===== src/rtl/register_writeback_queue_if.sv =====
// Write-request handshake and register-file write port of the writeback queue.
// slave is the queue side, master is the datapath/register-file side.
interface register_writeback_queue_if #(
    parameter int ADDR_W = 5,
    parameter int DATA_W = 32
);
    logic              in_valid;
    logic              in_ready;
    logic [ADDR_W-1:0] in_addr;
    logic [DATA_W-1:0] in_data;
    logic [ADDR_W-1:0] addr_write;
    logic [DATA_W-1:0] data_write;
    logic              FLAG_register;

    modport slave (
        input  in_valid, in_addr, in_data,
        output in_ready, addr_write, data_write, FLAG_register
    );

    modport master (
        output in_valid, in_addr, in_data,
        input  in_ready, addr_write, data_write, FLAG_register
    );
endinterface


===== src/rtl/register_writeback_queue.sv =====
// Buffers register-file writes in a small circular FIFO, drains one per cycle,
// and forwards the youngest pending write for the source/target operand lookups.
module register_writeback_queue #(
    parameter int DEPTH  = 4,
    parameter int ADDR_W = 5,
    parameter int DATA_W = 32
) (
    input  logic                       clk,
    input  logic                       rst_n,
    register_writeback_queue_if.slave  bus,
    input  logic                       wb_hold,
    input  logic [ADDR_W-1:0]          query_src,
    input  logic [ADDR_W-1:0]          query_tgt,
    output logic                       fwd_src_hit,
    output logic [DATA_W-1:0]          fwd_src_data,
    output logic                       fwd_tgt_hit,
    output logic [DATA_W-1:0]          fwd_tgt_data,
    output logic [$clog2(DEPTH):0]     count,
    output logic                       empty,
    output logic                       full
);
    localparam int PTR_W = $clog2(DEPTH);
    localparam int CNT_W = PTR_W + 1;

    logic [ADDR_W-1:0] r_mem_addr [DEPTH];
    logic [DATA_W-1:0] r_mem_data [DEPTH];
    logic [PTR_W-1:0]  r_wr_ptr;
    logic [PTR_W-1:0]  r_rd_ptr;
    logic [CNT_W-1:0]  r_count;

    logic w_empty;
    logic w_full;
    logic w_pop;
    logic w_accept;
    logic w_push;

    assign w_empty  = (r_count == '0);
    assign w_full   = (r_count == CNT_W'(DEPTH));
    assign w_pop    = !w_empty && !wb_hold;
    assign w_accept = bus.in_valid && bus.in_ready;
    // Writes to register 0 complete the handshake but are never queued.
    assign w_push   = w_accept && (bus.in_addr != '0);

    assign bus.in_ready      = !w_full || w_pop;
    assign bus.FLAG_register = w_pop;
    assign bus.addr_write    = w_empty ? '0 : r_mem_addr[r_rd_ptr];
    assign bus.data_write    = w_empty ? '0 : r_mem_data[r_rd_ptr];

    assign count = r_count;
    assign empty = w_empty;
    assign full  = w_full;

    always_ff @(posedge clk or negedge rst_n) begin
        if (!rst_n) begin
            r_wr_ptr <= '0;
            r_rd_ptr <= '0;
            r_count  <= '0;
        end else begin
            if (w_push) r_wr_ptr <= r_wr_ptr + PTR_W'(1);
            if (w_pop)  r_rd_ptr <= r_rd_ptr + PTR_W'(1);
            case ({w_push, w_pop})
                2'b10:   r_count <= r_count + CNT_W'(1);
                2'b01:   r_count <= r_count - CNT_W'(1);
                default: r_count <= r_count;
            endcase
        end
    end

    always_ff @(posedge clk) begin
        if (w_push) begin
            r_mem_addr[r_wr_ptr] <= bus.in_addr;
            r_mem_data[r_wr_ptr] <= bus.in_data;
        end
    end

    // Walk from oldest to youngest so the last match seen is the youngest.
    function automatic logic [DATA_W:0] f_lookup(input logic [ADDR_W-1:0] q);
        logic [DATA_W:0] res;
        logic [PTR_W-1:0] idx;
        res = '0;
        for (int i = 0; i < DEPTH; i++) begin
            idx = r_rd_ptr + PTR_W'(i);
            if ((CNT_W'(i) < r_count) && (q != '0) && (r_mem_addr[idx] == q))
                res = {1'b1, r_mem_data[idx]};
        end
        return res;
    endfunction

    always_comb begin
        fwd_src_hit  = 1'b0;
        fwd_src_data = '0;
        fwd_tgt_hit  = 1'b0;
        fwd_tgt_data = '0;
        {fwd_src_hit, fwd_src_data} = f_lookup(query_src);
        {fwd_tgt_hit, fwd_tgt_data} = f_lookup(query_tgt);
    end
endmodule


===== src/flat_wrapper.sv =====
// flat-port wrapper written by rule: the top's interface ports become plain ports
module register_writeback_queue_flat 
#(
    parameter int DEPTH  = 4,
    parameter int ADDR_W = 5,
    parameter int DATA_W = 32
)
  (clk, rst_n, wb_hold, query_src, query_tgt, fwd_src_hit, fwd_src_data, fwd_tgt_hit, fwd_tgt_data, count, empty, full, bus_in_valid, bus_in_addr, bus_in_data, bus_in_ready, bus_addr_write, bus_data_write, bus_FLAG_register);
  register_writeback_queue_if #(.ADDR_W(ADDR_W), .DATA_W(DATA_W)) bus_i ();
  input  logic clk;
  input  logic rst_n;
  input  logic wb_hold;
  input  logic [ADDR_W-1:0] query_src;
  input  logic [ADDR_W-1:0] query_tgt;
  output logic fwd_src_hit;
  output logic [DATA_W-1:0] fwd_src_data;
  output logic fwd_tgt_hit;
  output logic [DATA_W-1:0] fwd_tgt_data;
  output logic [$clog2(DEPTH):0] count;
  output logic empty;
  output logic full;
  input wire logic [$bits(bus_i.in_valid)-1:0] bus_in_valid;
  input wire logic [$bits(bus_i.in_addr)-1:0] bus_in_addr;
  input wire logic [$bits(bus_i.in_data)-1:0] bus_in_data;
  output wire logic [$bits(bus_i.in_ready)-1:0] bus_in_ready;
  output wire logic [$bits(bus_i.addr_write)-1:0] bus_addr_write;
  output wire logic [$bits(bus_i.data_write)-1:0] bus_data_write;
  output wire logic [$bits(bus_i.FLAG_register)-1:0] bus_FLAG_register;
  assign bus_i.in_valid = bus_in_valid;
  assign bus_i.in_addr = bus_in_addr;
  assign bus_i.in_data = bus_in_data;
  assign bus_in_ready = bus_i.in_ready;
  assign bus_addr_write = bus_i.addr_write;
  assign bus_data_write = bus_i.data_write;
  assign bus_FLAG_register = bus_i.FLAG_register;
  register_writeback_queue #(.DEPTH(DEPTH), .ADDR_W(ADDR_W), .DATA_W(DATA_W)) u_core (.clk(clk), .rst_n(rst_n), .bus(bus_i), .wb_hold(wb_hold), .query_src(query_src), .query_tgt(query_tgt), .fwd_src_hit(fwd_src_hit), .fwd_src_data(fwd_src_data), .fwd_tgt_hit(fwd_tgt_hit), .fwd_tgt_data(fwd_tgt_data), .count(count), .empty(empty), .full(full));
endmodule

===== config.mk =====
export PLATFORM = sky130hd
export DESIGN_NAME = register_writeback_queue_flat
export DESIGN_NICKNAME = d
export VERILOG_FILES = /design/src/rtl/register_writeback_queue_if.sv /design/src/rtl/register_writeback_queue.sv /design/src/flat_wrapper.sv
export SDC_FILE = /design/constraint.sdc
export NUM_CORES = 1
export LEC_CHECK = 0
export ABC_AREA = 1
export BUFFER_PORTS_ARGS = -buffer_cell sky130_fd_sc_hd__buf_2
export CORE_MARGIN = 3
export CORE_UTILIZATION = 50
export CTS_BUF_LIST = sky130_fd_sc_hd__clkbuf_4
export CTS_CLUSTER_DIAMETER = 150
export DETAILED_ROUTE_END_ITERATION = 7
export PLACE_DENSITY = 0.78
export RECOVER_POWER = 100
export SYNTH_ARGS = -nofsm -noshare
export SYNTH_HDL_FRONTEND = slang
export SYNTH_SLANG_ARGS = --single-unit

===== constraint.sdc =====
create_clock -name clk -period 3.7 [get_ports clk]
set_input_delay 0.37 -clock clk [delete_from_list [all_inputs] [get_ports clk]]
set_output_delay 0.37 -clock clk [all_outputs]
set_load 0.05 [all_outputs]

==> results.py <==
metrics = {
    "timing": {
        "relSlewSlack_pct": -31.43,
        "setup_violations": 0,
        "finClkSkew_ns": 0.05195,
        "fin_crit_sh_pct": 97.46,
        "tightest_slew_ns": 1.964,
        "max_freq_mhz": 277.3,
        "tns_ns": 0,
        "finalHoldViolCount": 0,
        "finalCriticalPeriod_ns": 3.606,
        "final_max_slew_viol_count": 15,
    },
    "finish": {
        "drive_gt1_share_pct": 12.74,
        "layout_commonest_cell": "nand2_1",
        "syn_to_final_growth_pct": 17.42,
        "final-seq-area_um2": 4627,
        "layout_common_cells": "655 x nand2_1, 265 x nor2_1, 208 x o21ai_0",
        "multi_input_area_um2": 6487,
        "fin_nets": 2103,
        "fillers": 2191,
    },
    "yosys": {
        "avgSynthCellArea_um2": 6.482,
        "syn_inst": 1892,
        "yosysSeqAreaShare_pct": 37.67,
        "async_reset_ff_share_pct": 4.516,
        "syn_area_um2": 12260,
        "ys_types": 31,
        "synth_edf_count": 148,
        "ys_ff_latch": 155,
        "ys.flop_type": "edfxtp_1",
        "synth_fp_nets": 1951,
        "yosys_warnings": 0,
    },
    "clock_tree": {
        "htreeDepth": 4,
        "cts.clk_slew.worst_paths_ns": 0.16,
        "worstSkewPairLatency_ns": 0.62,
        "numCtsBuffers": 17,
        "cts_tree": "built",
        "numClockSinks": 155,
        "root_buffer": "clkbuf_4",
        "cts_max_path_buffers": 2,
    },
    "routing": {
        "drt_iter0_markers": 1873,
        "num_vias": 13421,
        "first_pass_iters": 6,
        "wl_per_cell_um": 17.58,
        "vias_per_cell": 5.644,
        "ant_nets": 0,
        "totalWireLength_um": 41800,
        "drc": 0,
    },
    "grt": {
        "overflow": 0,
        "grtUsageTotal_pct": 29.50,
        "antenna_found_initial": 3,
        "grt_pass1_wl_um": 61920,
        "grt_pass1_vias": 12064,
        "grt_max_degree": 105,
    },
    "hold_path": {
        "hold_path_class": "input port to register",
        "holdPathStages": 1,
    },
    "die": {
        "std_cell_rows": 56,
        "coreArea_um2": 23750,
        "die_w_um": 162.6,
        "io_pins": 161,
        "dieHeight_um": 162.6,
        "die_area_um2": 26440,
        "start_util_pct": 51.63,
    },
    "setup_path": {
        "endpoint_kind": "output port",
        "ff2ff_path_depth": 9,
        "arrival_ns": 3.24,
        "critPathMaxFanout": 32,
        "start_kind": "register",
        "worstReg2RegEnd": "u_core.r_mem_data[3][18]",
        "required_ns": 3.33,
        "criticalPathCategory": "register to output port",
        "startpoint": "u_core.r_rd_ptr[0]",
        "regToRegStartpoint": "u_core.count[0]",
        "reg2reg_slack_ns": 0.22,
        "endpoint": "fwd_src_data[17]",
    },
    "outcome": {
        "violations": "capacitance limit, slew limit",
        "run_status": "complete, but fails checks",
    },
    "placement": {
        "gp_congestion": 0.9922,
        "dpl.hpwl_um": 26040,
        "port_buffers": 160,
    },
    "job": {
        "drv_cap": 1,
    },
}
sequential cells by signal, summed over array words and instances (netlist names):
signal,count
u_core.r_mem_addr,20
u_core.count,3
u_core.r_wr_ptr,2
u_core.r_mem_data,128
u_core.r_rd_ptr,2
area by class of cell:
class                      instances  area share, %
clock buffer                      17         0.8863
antenna                            3        0.05214
sequential                       155          32.13
timing repair buffer             259          13.56
multi-input combinational       1440          45.06
tap                              319          2.772
clock inverter                    14         0.9385
inverter                         171          4.597
stage by stage:
stage	area [um2]	std cells	hold slack [ns]	util, %	setup WS, ns
floorplan	12260	1892	0.07441	-	-0.4649
global placement	13280	2281	0.2149	55.92	0.4572
detailed placement	13280	2281	0.2179	55.92	0.3568
CTS	13990	2347	0.008373	58.90	0.001867
global route	14400	2378	0.06483	60.62	-0.01922
finish	14400	2378	0.07860	60.62	0.09384
timing repair:
| item | in CTS | in global routing |
|---|---|---|
| hold endpoints to repair | 129 | 0 |
| resized for setup | 21 | 68 |
| hold buffers | 33 | 0 |
| buffers inserted | 1 | 18 |
| cloned | 1 | 10 |
| endpoints found under the setup margin | 66 | 66 |
| pin swaps | 0 | 6 |
per-layer routing:
metal	vias up	global-route usage, %	wire (um)	share of wire (%)
li1	6433	-	-	-
met5	-	0	0	0
met1	5981	39.49	16040	38
met4	0	11.73	1737	4.2
met2	854	48.38	19010	45
met3	153	4.400	5020	12
synthesized netlist by cell type (2+ instances only):
cell type | instances | area [um2]
a21oi_1 | 4 | 20.02
buf_1 | 10 | 37.54
buf_2 | 62 | 310.3
buf_4 | 10 | 75.07
buf_6 | 7 | 78.83
clkbuf_1 | 39 | 146.4
dfrtp_1 | 7 | 175.2
edfxtp_1 | 148 | 4444
ha_1 | 8 | 100.1
inv_1 | 165 | 619.3
inv_2 | 4 | 15.01
inv_4 | 2 | 12.51
nand2_1 | 656 | 2462
nand2_2 | 8 | 50.05
nand2_4 | 2 | 22.52
nand3_1 | 117 | 585.6
nand3_2 | 11 | 110.1
nand4_1 | 65 | 406.6
nor2_1 | 270 | 1013
nor2_2 | 7 | 43.79
o21ai_0 | 207 | 1036
o21ai_1 | 61 | 305.3
o21ai_2 | 3 | 26.28
or2_2 | 3 | 18.77
xnor2_1 | 2 | 17.52
xor2_1 | 9 | 78.83
critical path, cell delays in order (launching register included):
cell	delay (ns)
dfrtp_4	0.54
buf_4	0.26
nand2_1	0.10
o21ai_1	0.18
nand2_1	0.12
nand3_1	0.16
nand2_1	0.10
nor2_4	0.15
buf_6	0.33
nand4_1	0.14
nand3_1	0.18
nand2_1	0.07
nand2_1	0.05
buf_2	0.26
cell families (layout without fill, tap and decap cells):
group / after synthesis / count (layout) / synth area share [%]
flip-flops: 155 / 155 / 37.67
adder cells (fa/ha/maj): 8 / 8 / 0.8163
XOR/XNOR: 11 / 11 / 0.7857
buffers and inverters: 300 / 461 / 10.68
other: 0 / 3 / 0
AND/OR/NAND/NOR: 1141 / 1144 / 38.54
AO/OA/AOI/OAI: 277 / 277 / 11.51
worst min path at each step:
stage	end	from
2_1_floorplan	u_core.count[0]	rst_n
3_3_place_gp	u_core.r_wr_ptr[0]	rst_n
3_5_place_dp	u_core.r_wr_ptr[0]	rst_n
4_1_cts	u_core.r_mem_addr[3][1]	bus_in_addr[1]
5_1_grt	u_core.r_mem_addr[3][1]	bus_in_addr[1]
6_report	u_core.r_mem_addr[3][1]	bus_in_addr[1]
Power is not shown: default switching activity piles up to over one toggle a cycle in this logic, so the estimate is an artifact.
